<file path="config.mk">
export PLATFORM = sky130hd
export DESIGN_NAME = tx_gearbox_ctrl
export DESIGN_NICKNAME = d
export VERILOG_FILES = /design/src/rtl/pcs_pkg.sv /design/src/rtl/pcs_seq_counter.sv /design/src/rtl/tx_gearbox_ctrl.sv
export SDC_FILE = /design/constraint.sdc
export NUM_CORES = 1
export LEC_CHECK = 0
export BUFFER_PORTS_ARGS = -buffer_cell sky130_fd_sc_hd__buf_2
export CELL_PAD_IN_SITES_DETAIL_PLACEMENT = 1
export CELL_PAD_IN_SITES_GLOBAL_PLACEMENT = 1
export CORE_ASPECT_RATIO = 0.8
export CORE_MARGIN = 2
export CORE_UTILIZATION = 43
export CTS_CLUSTER_DIAMETER = 60
export DETAILED_ROUTE_END_ITERATION = 8
export GPL_TIMING_DRIVEN = 1
export PLACE_DENSITY_LB_ADDON = 0.08
export REMOVE_ABC_BUFFERS = 1
export SYNTH_ARGS = -nofsm -noshare
export SYNTH_HDL_FRONTEND = slang
export SYNTH_HIERARCHICAL = 1
export SYNTH_SLANG_ARGS = --single-unit
</file>
<file path="constraint.sdc">
create_clock -name i_clk -period 1 [get_ports i_clk]
set_input_delay 0.05 -clock i_clk [delete_from_list [all_inputs] [get_ports i_clk]]
set_output_delay 0.05 -clock i_clk [all_outputs]
set_load 0.02 [all_outputs]
</file>
<file path="src/rtl/pcs_pkg.sv">
// Shared PCS transmit types and constants for the
// 64b/66b gearbox sequence controller.
package pcs_pkg;

    typedef enum logic [1:0] {
        ST_IDLE,
        ST_START,
        ST_RUN,
        ST_PAUSE
    } state_t;

    localparam int SEQ_WIDTH = 6;
    localparam logic [SEQ_WIDTH-1:0] SEQ_MAX = 6'd63;
    localparam int PAUSE_CYCLES = 2;
    localparam int HEADER_WIDTH = 2;
    localparam int DATA_WIDTH = 32;

endpackage

</file>
<file path="src/rtl/pcs_seq_counter.sv">
// Gearbox sequence counter: wraps after SEQ_MAX,
// holds while hold is set, clear has priority.
module pcs_seq_counter
    import pcs_pkg::*;
(
    input  logic                 clk,
    input  logic                 rst_n,
    input  logic                 clear,
    input  logic                 hold,
    output logic [SEQ_WIDTH-1:0] count,
    output logic                 at_max
);

    assign at_max = (count == SEQ_MAX);

    always_ff @(posedge clk or negedge rst_n) begin
        if (!rst_n) begin
            count <= '0;
        end else if (clear) begin
            count <= '0;
        end else if (!hold) begin
            count <= at_max ? '0 : count + 1'b1;
        end
    end

endmodule

</file>
<file path="src/rtl/tx_gearbox_ctrl.sv">
// TX gearbox control FSM (IDLE/START/RUN/PAUSE) with idle insertion.
// Optional statistics counters: define TX_GEARBOX_CTRL_STATS_EN.
module tx_gearbox_ctrl
    import pcs_pkg::*;
#(
    parameter int START_DELAY = 4
) (
    input  logic                 i_clk,
    input  logic                 i_reset_n,
    input  logic                 i_enable,
    input  logic                 i_valid,
    output logic                 o_ready,
    output logic [SEQ_WIDTH-1:0] o_gearbox_seq,
    output logic                 o_pause,
    output logic                 o_insert_idle,
    output logic                 o_underflow,
`ifdef TX_GEARBOX_CTRL_STATS_EN
    output logic                 o_running,
    output logic [31:0]          o_block_count,
    output logic [15:0]          o_idle_count
`else
    output logic                 o_running
`endif
);

    logic [1:0] rst_sync;
    logic       rst_n;
    state_t     state;
    logic [3:0] delay_cnt;
    logic [1:0] pause_cnt;
    logic       idle_odd;
    logic       even_xfer;
    logic       seq_at_max;
    logic       run;
    logic       even;

    always_ff @(posedge i_clk or negedge i_reset_n) begin
        if (!i_reset_n) begin
            rst_sync <= 2'b00;
        end else begin
            rst_sync <= {rst_sync[0], 1'b1};
        end
    end

    assign rst_n = rst_sync[1];

    pcs_seq_counter u_seq (
        .clk    (i_clk),
        .rst_n  (rst_n),
        .clear  (!i_enable),
        .hold   (state != ST_RUN),
        .count  (o_gearbox_seq),
        .at_max (seq_at_max)
    );

    assign run  = (state == ST_RUN);
    assign even = ~o_gearbox_seq[0];

    // The block decision is made on the header cycle itself,
    // then carried into the upper-word cycle.
    assign o_insert_idle = run && (even ? !i_valid : idle_odd);

    always_ff @(posedge i_clk or negedge rst_n) begin
        if (!rst_n) begin
            state       <= ST_IDLE;
            delay_cnt   <= '0;
            pause_cnt   <= '0;
            o_pause     <= 1'b1;
            o_ready     <= 1'b0;
            o_running   <= 1'b0;
            o_underflow <= 1'b0;
            idle_odd    <= 1'b0;
            even_xfer   <= 1'b0;
        end else if (!i_enable) begin
            state       <= ST_IDLE;
            delay_cnt   <= '0;
            pause_cnt   <= '0;
            o_pause     <= 1'b1;
            o_ready     <= 1'b0;
            o_running   <= 1'b0;
            o_underflow <= 1'b0;
            idle_odd    <= 1'b0;
            even_xfer   <= 1'b0;
        end else begin
            idle_odd  <= run && even && !i_valid;
            even_xfer <= run && even && i_valid;
            if (run && !even && !i_valid && even_xfer) begin
                o_underflow <= 1'b1;
            end
            unique case (state)
                ST_IDLE: begin
                    state     <= ST_START;
                    delay_cnt <= 4'(START_DELAY - 1);
                end
                ST_START: begin
                    if (delay_cnt == 4'd0) begin
                        state     <= ST_RUN;
                        o_pause   <= 1'b0;
                        o_ready   <= 1'b1;
                        o_running <= 1'b1;
                    end else begin
                        delay_cnt <= delay_cnt - 4'd1;
                    end
                end
                ST_RUN: begin
                    if (seq_at_max) begin
                        state     <= ST_PAUSE;
                        pause_cnt <= 2'(PAUSE_CYCLES - 1);
                        o_pause   <= 1'b1;
                        o_ready   <= 1'b0;
                    end
                end
                ST_PAUSE: begin
                    if (pause_cnt == 2'd0) begin
                        state   <= ST_RUN;
                        o_pause <= 1'b0;
                        o_ready <= 1'b1;
                    end else begin
                        pause_cnt <= pause_cnt - 2'd1;
                    end
                end
            endcase
        end
    end

`ifdef TX_GEARBOX_CTRL_STATS_EN
    // Counted on header cycles: one event per 66b block.
    always_ff @(posedge i_clk or negedge rst_n) begin
        if (!rst_n) begin
            o_block_count <= '0;
            o_idle_count  <= '0;
        end else if (run && even) begin
            if (i_valid) begin
                o_block_count <= o_block_count + 32'd1;
            end else if (o_idle_count != 16'hFFFF) begin
                o_idle_count <= o_idle_count + 16'd1;
            end
        end
    end
`endif

endmodule
</file>
==> metrics.csv, run 1 <==
stage;metric;value;unit
placed_design;portBuffers;14;
status;stop_stage;5_1_grt;
clock_tree;root_buffer;clkbuf_4;
timing;crit_endpoint;o_ready$_DFFE_PN0P_/D;
clock_tree;max-clock-path-buffers;2;
synth;yosys_warnings;6;
clock_tree;cts_buffers;3;
placed_design;place_congestion;0.827;
timing;worst-ep-kind;register data pin;
placed_design;dp.cells;197;
clock_tree;ctsHtreeMaxLevel;1;
floorplanning;io_pins;15;
status;outcome;stopped before the end;
synth;syn_area_per_cell;9.92;um^2
global_route;grt_max_degree;19;
floorplanning;dieWidth;62.3;um
placed_design;dp_hpwl;2680;um
global_route;antenna_found_initial;0;
floorplanning;num_rows;16;
synth;ys_seq_area_share;47.1;%
floorplanning;dieHeight;50.7;um
clock_tree;clock-sinks;22;
synth;netlist_instances;118;
synth;yosysUniqueCellTypes;40;
floorplanning;initial_core_util;46.4;%
synth;synth_area;1170;um^2
synth;synth_seq_cells;22;
status;stop_error;[ERROR DPL-0033] detailed placement checks failed during check placement.;
==> through the flow <==
stage | setup TNS (ns) | utilization, % | hold WS (ns) | area, um^2 | setup slack (ns)
floorplan | -7.53 | - | -0.246 | 1140 | -0.705
detailed placement | -8.42 | 59.5 | -0.164 | 1500 | -0.668
CTS | -7.24 | 73.7 | 0.0122 | 1860 | -0.503
global placement | -6.76 | 59.5 | -0.166 | 1500 | -0.618
==> what timing repair did <==
action | in CTS
hold endpoints to repair | 3
endpoints found under the setup margin | 28
buffers inserted | 15
hold buffers | 3
pin swaps | 15
gates resized for setup | 56
==> cells in the mapped netlist <==
master     n  share of area, %
dfrtp_1   21                45
nor2_1    12               3.8
inv_1      9               2.9
o21ai_0    6               2.6
a21oi_1    5               2.1
ha_1       4               4.3
nand2_1    4               1.3
nor3_1     4               1.7
o21a_1     4               2.6
and3_1     3               1.6
mux2i_1    3               2.6
nand4_1    3               1.6
nor2b_1    3               1.6
nor4b_1    3               2.2
a311oi_1   2               1.5
and2_1     2               1.1
buf_2      2              0.85
buf_6      2               1.9
nand3_1    2              0.85
nand4b_1   2               1.5
o211ai_1   2               1.3
o31ai_1    2               1.3
a211o_1    1              0.75
a221oi_1   1              0.75
a31o_2     1              0.75
a31oi_1    1              0.53
and2b_2    1              0.75
conb_1     1              0.32
dfstp_2    1               2.2
nand2b_1   1              0.53
nor3b_1    1              0.64
nor4_1     1              0.53
o311a_2    1              0.96
o31a_1     1              0.75
or2b_1     1              0.64
or3_2      1              0.64
or3b_1     1              0.75
or3b_4     1              0.96
xnor2_1    1              0.75
xor2_1     1              0.75
==> cell families after synthesis <==
group,after synthesis,synth area share [%]
and+or+nand+nor,46,22.8
AOI/OAI and AO/OA,27,15.8
DFF,22,47.1
buffers and inverters,13,5.66
adders and majority gates,4,4.27
muxes,3,2.56
xor gates and xnor gates,2,1.50
other,1,0.320
==> run 2: changes to the inputs <==
- CELL_PAD_IN_SITES_DETAIL_PLACEMENT: 1 -> unset
- CELL_PAD_IN_SITES_GLOBAL_PLACEMENT: 1 -> unset
- CORE_AREA: unset -> 2 2 63 65
- CORE_ASPECT_RATIO: 0.8 -> unset
- CORE_MARGIN: 2 -> unset
- CORE_UTILIZATION: 43 -> unset
- CTS_CLUSTER_DIAMETER: 60 -> unset
- DIE_AREA: unset -> 0 0 65 67
- PLACE_DENSITY_LB_ADDON: 0.08 -> 0.15
==> run 2 against run 1 <==
Net effect:
- the flow now finishes, with violations (negative setup slack)
- synthesized cell count did not move
- area after synthesis did not move
==> metrics.csv, run 2 <==
stage;metric;value;unit
route;top_layer;met4;
min_path;hold_path.class;in -> reg;
floorplanning;core;3610;um^2
setup_path;endpoint_kind;flop;
timing;finClkSkew;0.0107;ns
timing;finalCriticalPeriod;1.46;ns
route;drtIter0Drc;25;
clock_tree;root_buffer;clkbuf_8;
floorplanning;initial_core_util;32.5;%
floorplanning;num_rows;22;
final_layout;final_nets;190;
synth;syn_area_per_cell;9.92;um^2
synth;yosys_warnings;6;
final_layout;largest-register;u_seq/count;
clock_tree;clkSlewWorstSetupHoldPaths;0.09;ns
floorplanning;dieHeight;67;um
final_layout;areaGrowthSynthToFinish;73.6;%
timing;timing.fmax;683;MHz
route;vias_per_cell;4.90;
final_layout;mostFrequentLayoutCells;buf_4, buf_6, dfrtp_1;
timing;rsz0062_at_grt;yes;
global_route;grt_pass1_vias;1096;
setup_path;path_class;reg -> reg;
final_layout;diodes;0;
synth;netlist_instances;118;
route;wl_met2;1610;um
synth;yosysMostFrequentCell;dfrtp_1;
global_route;grtUsageTotal;14.5;%
status;outcome;complete, but fails checks;
power_and_ir_drop;powerDensity;1630;nW/um^2
timing;timing.final.hold_violations;0;
global_route;grt_pass1_wl;4890;um
clock_tree;clock-sinks;22;
setup_path;crit_arrival;1.64;ns
route;route.detailed.drc;0;
placed_design;dp_hpwl;1980;um
placed_design;place_congestion;0.913;
final_layout;fill_cells;299;
synth;synth_top_area_share;44.9;%
final_layout;reg.largest.list;u_seq/count (6), delay_cnt (4);
route;first_pass_iters;4;
power_and_ir_drop;leakagePower;0.000938;uW
timing;final_max_slew_viol_count;0;
clock_tree;clkLatencyLatePin;0.27;ns
final_layout;largest_reg_flops;6;
power_and_ir_drop;p_total;3310;uW
final_layout;final_util;56.4;%
flow_run;cap_violations;0;
final_layout;layout-drive-gt1-share;56.4;%
timing;fin_setup_tns;-6.17;ns
timing;setup_viol;23;
global_route;antenna_found_initial;0;
synth;synth_edf_count;0;
setup_path;required;1.18;ns
floorplanning;dieWidth;65;um
global_route;grt_overflow;0;
clock_tree;cts_buffers;3;
setup_path;path_max_fanout;3;
timing;min_period_over_period;146;%
synth;ys_seq_area_share;47.1;%
route;wl_met1;1490;um
timing;layout_setup_ws;-0.463;ns
route;drt-wirelength-per-cell;14.0;um
route;antenna_left;0;
synth;synth-main-ff-cell;dfrtp_1;
floorplanning;die-area;4360;um^2
synth;synth_seq_cells;22;
synth;yosys-top-cells-count;dfrtp_1, nor2_1, inv_1;
synth;ys_top_cells_by_area;dfrtp_1, ha_1, nor2_1, inv_1, mux2i_1;
synth;yosysUniqueCellTypes;40;
clock_tree;ctsHtreeMaxLevel;1;
route;met3_length;72;um
synth;yosys.area.top_type;dfrtp_1;
route;routed_wirelength;3200;um
synth;synth_area;1170;um^2
route;routed-via-count;1121;
setup_path;start_kind;flop;
power_and_ir_drop;ir_drop;0.536;mV
clock_tree;max-clock-path-buffers;2;
placed_design;portBuffers;14;
final_layout;layout_commonest_cell;buf_4;
synth;synth-async-reset-ratio;100;%
global_route;grt_max_degree;21;
floorplanning;io_pins;15;
clock_tree;cts_tree;done;
status;violations;negative setup slack;
run 2: layout make-up:
class / instances / area, um^2 / share of cell area, %
Multi-Input combinational cell: 83 / 778 / 38.3
Timing Repair Buffer: 63 / 554 / 27.3
Sequential cell: 22 / 552 / 27.1
Tap cell: 48 / 60.1 / 2.95
Clock buffer: 4 / 55.1 / 2.71
Inverter: 9 / 33.8 / 1.66
run 2: critical path, cell delays in order, from the launching register on:
cell	delay, ns
dfrtp_1	0.41
inv_2	0.09
ha_4	0.12
or3b_4	0.40
and3_4	0.17
a311oi_2	0.18
run 2: path summary, 6_finish.rpt:
check | from | endpoint | slack (ns) | cells past startpoint
hold reg to reg | rst_sync[1] | u_seq/count[3] | 0.20 | 1
hold / removal | i_valid | even_xfer | 0.08 | 2
max in group asynchronous | rst_sync[1] | o_pause | 0.53 | 1
setup reg to reg | delay_cnt[0] | delay_cnt[1] | -0.46 | 5
min in group asynchronous | i_reset_n | rst_sync[0] | 0.10 | 2
setup / recovery | delay_cnt[0] | delay_cnt[1] | -0.46 | 5
run 2: cells by family after synthesis:
family | Yosys count | synth area share [%]
muxes | 3 | 2.56
other | 1 | 0.320
and+or+nand+nor | 46 | 22.8
adders and majority gates | 4 | 4.27
AOI/OAI and AO/OA | 27 | 15.8
DFF | 22 | 47.1
buffers and inverters | 13 | 5.66
xor gates and xnor gates | 2 | 1.50
run 2: routing by layer:
layer | vias up | track usage (%)
met3 | 4 | 2.36
met1 | 548 | 18.3
li1 | 556 | -
met5 | - | 0
met4 | 0 | 5.59
met2 | 13 | 24.9
run 2: metrics by stage:
step | hold WS (ns) | cells | instance area, um^2 | setup slack (ns)
finish | 0.0847 | 229 | 2030 | -0.463
CTS | 0.0885 | 224 | 1850 | -0.418
detailed placement | -0.164 | 212 | 1540 | -0.504
global placement | -0.164 | 212 | 1540 | -0.484
floorplan | -0.246 | 114 | 1140 | -0.705
global route | 0.0764 | 229 | 2030 | -0.493
run 2: what timing repair did:
action | CTS | global route
setup endpoints to repair | 27 | 27
pin swaps | 20 | 19
hold endpoints to repair | 3 | 0
gates resized for setup | 52 | 30
hold buffers | 2 | 0
setup buffers | 8 | 9
run 2: power breakdown:
group	internal [uW]	total, uW	switching (uW)
clock network	351	651	300
registers	1010	1100	90.8
logic	822	1550	731
(Power assumes the default switching activity.)
